File: config.mk
export PLATFORM = sky130hd
export DESIGN_NAME = morse_key_sequencer
export DESIGN_NICKNAME = d
export VERILOG_FILES = /design/src/rtl/morse_key_sequencer.sv
export SDC_FILE = /design/constraint.sdc
export NUM_CORES = 1
export LEC_CHECK = 0
export ABC_AREA = 1
export CAP_MARGIN = 30
export CORE_MARGIN = 10
export CORE_UTILIZATION = 58
export CTS_BUF_LIST = sky130_fd_sc_hd__clkbuf_2
export DETAILED_ROUTE_END_ITERATION = 7
export PLACE_DENSITY_LB_ADDON = 0.12
export SKIP_LAST_GASP = 1
export SLEW_MARGIN = 20
export SYNTH_ARGS = -nofsm -noshare
export SYNTH_HDL_FRONTEND = slang
export SYNTH_SLANG_ARGS = --single-unit
export TNS_END_PERCENT = 50
File: constraint.sdc
create_clock -name clk -period 2.01 [get_ports clk]
set_input_delay 0.402 -clock clk [delete_from_list [all_inputs] [get_ports clk]]
set_output_delay 0.402 -clock clk [all_outputs]
set_load 0.02 [all_outputs]
File: src/rtl/morse_key_sequencer.sv
// Front-end sequencer for the morse decoder: synchronises a raw key level, times marks
// and spaces against UNIT, and emits dot/dash/valid, letter-gap and word-gap pulses.
`timescale 1ns/1ps
module morse_key_sequencer #(
    parameter int UNIT  = 4,
    parameter int CNT_W = 8
) (
    input  logic       clk,
    input  logic       clr,
    input  logic       en,
    input  logic       key,
    output logic       dot,
    output logic       dash,
    output logic       valid,
    output logic       lg,
    output logic       wg,
    output logic       err,
    output logic       busy,
    output logic [2:0] sym_cnt
);
    typedef enum logic [1:0] {IDLE, MARK, SPACE, LGAP} state_t;

    localparam logic [CNT_W-1:0] CNT_ONE  = CNT_W'(1);
    localparam logic [CNT_W-1:0] DASH_MIN = CNT_W'(2 * UNIT);
    localparam logic [CNT_W-1:0] LG_CNT   = CNT_W'(3 * UNIT);
    localparam logic [CNT_W-1:0] WG_CNT   = CNT_W'(7 * UNIT);
    localparam logic [2:0]       SYM_MAX  = 3'd5;

    state_t           state;
    logic             key_p0;
    logic             key_s;
    logic [CNT_W-1:0] cnt;
    logic [CNT_W-1:0] cnt_inc;
    logic             is_dot;

    function automatic logic [CNT_W-1:0] sat_inc(input logic [CNT_W-1:0] v);
        return (&v) ? v : v + CNT_ONE;
    endfunction

    assign cnt_inc = sat_inc(cnt);
    assign is_dot  = (cnt < DASH_MIN);

    // Stage p0 -> s: two-flop synchroniser for the asynchronous key pin
    always_ff @(posedge clk or posedge clr) begin
        if (clr) begin
            key_p0 <= 1'b0;
            key_s  <= 1'b0;
        end else begin
            key_p0 <= key;
            key_s  <= key_p0;
        end
    end

    // Stage s -> outputs: duration timing FSM with registered control pulses
    always_ff @(posedge clk or posedge clr) begin
        if (clr) begin
            state   <= IDLE;
            cnt     <= '0;
            sym_cnt <= '0;
            dot     <= 1'b0;
            dash    <= 1'b0;
            valid   <= 1'b0;
            lg      <= 1'b0;
            wg      <= 1'b0;
            err     <= 1'b0;
            busy    <= 1'b0;
        end else begin
            dot   <= 1'b0;
            dash  <= 1'b0;
            valid <= 1'b0;
            lg    <= 1'b0;
            wg    <= 1'b0;
            if (!en) begin
                state   <= IDLE;
                cnt     <= '0;
                sym_cnt <= '0;
                err     <= 1'b0;
                busy    <= 1'b0;
            end else begin
                // Overrun flag stays visible through the lg cycle so the decoder can see it
                if (lg) err <= 1'b0;
                case (state)
                    IDLE: begin
                        if (key_s) begin
                            state <= MARK;
                            cnt   <= CNT_ONE;
                            busy  <= 1'b1;
                        end else begin
                            cnt <= '0;
                        end
                    end
                    MARK: begin
                        if (key_s) begin
                            cnt <= cnt_inc;
                        end else begin
                            if (sym_cnt < SYM_MAX) begin
                                dot     <= is_dot;
                                dash    <= ~is_dot;
                                valid   <= 1'b1;
                                sym_cnt <= sym_cnt + 3'd1;
                            end else begin
                                err <= 1'b1;
                            end
                            state <= SPACE;
                            cnt   <= CNT_ONE;
                        end
                    end
                    SPACE: begin
                        if (key_s) begin
                            state <= MARK;
                            cnt   <= CNT_ONE;
                        end else begin
                            cnt <= cnt_inc;
                            if (cnt_inc == LG_CNT) begin
                                lg      <= 1'b1;
                                sym_cnt <= '0;
                                state   <= LGAP;
                            end
                        end
                    end
                    LGAP: begin
                        if (key_s) begin
                            state <= MARK;
                            cnt   <= CNT_ONE;
                        end else if (cnt_inc == WG_CNT) begin
                            wg    <= 1'b1;
                            state <= IDLE;
                            cnt   <= '0;
                            busy  <= 1'b0;
                        end else begin
                            cnt <= cnt_inc;
                        end
                    end
                    default: begin
                        state <= IDLE;
                        cnt   <= '0;
                        busy  <= 1'b0;
                    end
                endcase
            end
        end
    end
endmodule

==> impl_summary.txt <==
----------------------------------------------------
[Outcome]
  Outcome ... finished clean

[Synth]
  Post-synthesis instance total ... 172
  Compound-cell area share of the yosys netlist ... ~7.2%
  Simple logic cell fraction of the synthesized area ... between 40% and 50%
  Dominant combinational cell family by area after synthesis ... simple AND/OR/NAND/NOR gates
  Yosys warns ... 0
  Synth Net Count ... around 180
  Post-synthesis xor/xnor area fraction ... 1.31%
  Per-instance average area after synthesis ... 7.75 µm²
  Sequential share of the synthesized area ... between 40% and 50%
  Synthesized flop and latch total ... 22
  Post-Syn Area ... 1330 µm²
  Share of cell area taken by muxes after synthesis ... 0%
  Yosys cell types ... 27
  Post-synthesis adder-cell area fraction ... 1.88%

[Floorplan]
  Ports placed on the boundary ... 14
  Core Area ... between 2000 and 2500 µm²
  Starting density of the core ... 60.8%
  Die span in y ... 67.9 µm
  Die Area ... 4610 µm²
  Die Span X ... 67.9 µm
  Core Rows ... 17

[Clock tree]
  Maximum number of buffers from clock root to sink ... 2
  Clock slew seen by the registers of the worst setup and hold paths ... 0.20 ns
  Insertion delay of the later-clocked pin in the worst-skew pair ... approximately 0.34 ns
  H-Tree Level Count ... 1
  Cts bufs inserted ... 3
  Hold buffer count at CTS ... 0
  Clock tree from TritonCTS ... built
  Clock sink count ... 22
  Clock tree root driver cell ... sky130_fd_sc_hd__clkbuf_2

[Timing]
  Transition time at the pin with the least slew margin ... around 0.29 ns
  Post-Route Skew ... 0.0121 ns
  Remaining max-slew budget at the tightest pin ... approximately four fifths
  Final setup fails ... 0
  Min Tclk post-route ... 1.85 ns
  Final hold violation count ... 0
  Post-route fraction of the period consumed by the critical path ... 91.8%
  FMAX ... about 540 MHz
  Final Max Slew Viols ... 0
  Final worst slack ... 0.165 ns

[Route]
  DRC violation total after the first TritonRoute iteration ... 83
  Post-detailed-route count of antenna-violating nets ... 0
  DRC Markers ... 0
  Via-to-Cell Ratio ... 5.05
  Mean routed wirelength per cell ... about 12 µm
  Overall routed net length ... 2.62 mm
  Via count ... ~1100
  Drt pass-1 iters ... 4

[Global routing]
  Number of antenna violations at the first check in global routing ... 0
  Maximum number of pins on one net before global-route repair ... 23
  GR Overflow Total ... 0
  Total Routing Usage GR ... 12.6%
  Via count of the first global-routing pass ... 1050
  Wire length of the first global-routing pass ... 4.53 mm

[Placed design]
  Post-DP HPWL ... 2.03 mm
  Placement-stage worst setup slack ... 0.0728 ns
  Total of buffers placed on input and output ports ... 13
  Global placement routability congestion ... 0.917

[Worst setup path]
  Worst setup endpoint ... busy
  Required arrival time at the worst endpoint ... ~2.3 ns
  Number of cells on the worst reg-to-reg path ... 13
  Startpoint type of the worst setup path ... flop
  Kind of capture point of the worst setup path ... flop
  Critical path launch point ... cnt[0]
  Maximum fanout along the worst path ... 9
  Setup slack of the worst register-to-register path ... 0.16 ns
  Startpoint of the lowest-slack register-to-register path ... cnt[0]
  Critical path class ... flop to flop
  Data arrival time of the critical path ... 2.11 ns
  Endpoint of the worst-slack reg-to-reg timing path ... busy

[Power and ir drop]
  Worst-case vdd ir drop ... 857 µV
  Leakage ... 0.884 nW
  Pwr/cell area ... 779 nW/µm²

[Final layout]
  Layout cells sized above 1 ... 16.1%
  Most frequent cells in the layout ... sky130_fd_sc_hd__nand2_1 (41), sky130_fd_sc_hd__inv_1 (26), sky130_fd_sc_hd__dfrtp_1 (22), sky130_fd_sc_hd__nor2_1 (21), sky130_fd_sc_hd__nand3_1 (15)
  N_diodes ... 0
  Commonest non-fill, non-tap cell in the layout ... sky130_fd_sc_hd__nand2_1
  Layout filler cell count ... 182
  Layout Utilization ... 70.7%
  NumNets Final ... 200
  Layout overhead on the synthesized area ... 16.2%

[Run]
  Max-capacitance violation count ... 0

[Min path]
  Worst hold path type ... input port to async pin

----------------------------------------------------
==> per-stage QoR <==
| stage | hold slack (ns) | power [mW] | instance area, µm² | TNS, ns | cells |
|---|---|---|---|---|---|
| detailed placement | 0.340 | 1.02 | 1510 | 0 | 215 |
| floorplan | 0.331 | 0.871 | 1330 | 0 | 172 |
| global route | 0.379 | 1.30 | 1550 | -0.000191 | 221 |
| CTS | 0.363 | 1.20 | 1530 | 0 | 219 |
| global placement | 0.332 | 1.01 | 1510 | 0 | 215 |
| finish | 0.363 | 1.21 | 1550 | 0 | 221 |
==> critical path, cell delays in order (launching register included) <==
cell                       delay (ns)
sky130_fd_sc_hd__dfrtp_1         0.43
sky130_fd_sc_hd__ha_2            0.23
sky130_fd_sc_hd__nand2_4         0.12
sky130_fd_sc_hd__nor2_8          0.04
sky130_fd_sc_hd__nand2_4         0.11
sky130_fd_sc_hd__nand2_1         0.06
sky130_fd_sc_hd__nand2_1         0.10
sky130_fd_sc_hd__nand2_2         0.07
sky130_fd_sc_hd__nor2_4          0.13
sky130_fd_sc_hd__nand3b_4        0.12
sky130_fd_sc_hd__o21ai_2         0.14
sky130_fd_sc_hd__nand2_1         0.07
sky130_fd_sc_hd__nand2_1         0.08
sky130_fd_sc_hd__nand2_1         0.05
==> repair_timing <==
item,CTS,global route
setup endpoints to repair,0,8
endpoints found under the hold margin,0,0
gates resized for setup,0,1
setup buffers,0,2
==> worst min path at each step <==
stage	end	slack [ns]	cells after the start
after floorplan	key_s	0.33	0
after global placement	key_s	0.33	0
after detailed placement	key_s	0.34	0
after CTS	cnt[4]	0.36	3
after global routing	lg	0.38	3
final	cnt[4]	0.36	3
==> power breakdown <==
part | total, mW | switching, mW | internal, mW
Sequential | 0.565 | 0.0601 | 0.505
Clock | 0.175 | 0.132 | 0.0432
Combinational | 0.466 | 0.280 | 0.186
Total | 1.21 | 0.472 | 0.734
==> cell families (layout without fill, tap and decap cells) <==
family / count (synthesis) / count (layout)
AO/OA/AOI/OAI: 16 / 16
flip-flops: 22 / 22
adder cells (fa/ha/maj): 2 / 2
buffers and inverters: 28 / 49
XOR/XNOR: 2 / 2
AND/OR/NAND/NOR: 102 / 102
==> state kept, by name (all words and copies together) (netlist names) <==
signal and cells:
wg 1, sym_cnt 3, cnt 8, key_s 1, dot 1, busy 1
valid 1, lg 1, err 1, dash 1, state 2, key_p0 1
==> cells in the mapped netlist (all sizes together) <==
master,instances,share of area [%]
a211oi,1,0.56
xnor2,2,1.3
a21oi,5,1.9
o21ai,7,3.2
nand3,18,7.9
nor3,2,0.75
nand4,3,1.4
and2,1,0.66
o211ai,1,0.56
a31oi,1,0.47
nand3b,2,2.1
dfrtp,22,41
nand2,49,16
inv,28,7.9
ha,2,1.9
nor2,27,12
o21bai,1,0.56
==> area by class of cell <==
cell class / instances / area, µm² / share of cell area [%]
clock buffer: 3 / 15.0 / 0.969
clock inverter: 1 / 3.75 / 0.242
inverter: 28 / 105 / 6.79
multi-input combinational: 122 / 679 / 43.9
sequential: 22 / 551 / 35.5
tap: 28 / 35.0 / 2.26
timing repair buffer: 17 / 160 / 10.3
==> layer usage <==
layer  global-route usage, %  routed length, µm  up-vias
met5                       0                  0        -
met4                    4.27                 40        0
met3                    4.57                209        6
met2                    19.0               1140       33
met1                    16.3               1220      493
li1                        -                  -      583
Note: power is estimated with default switching activity, not from simulation.
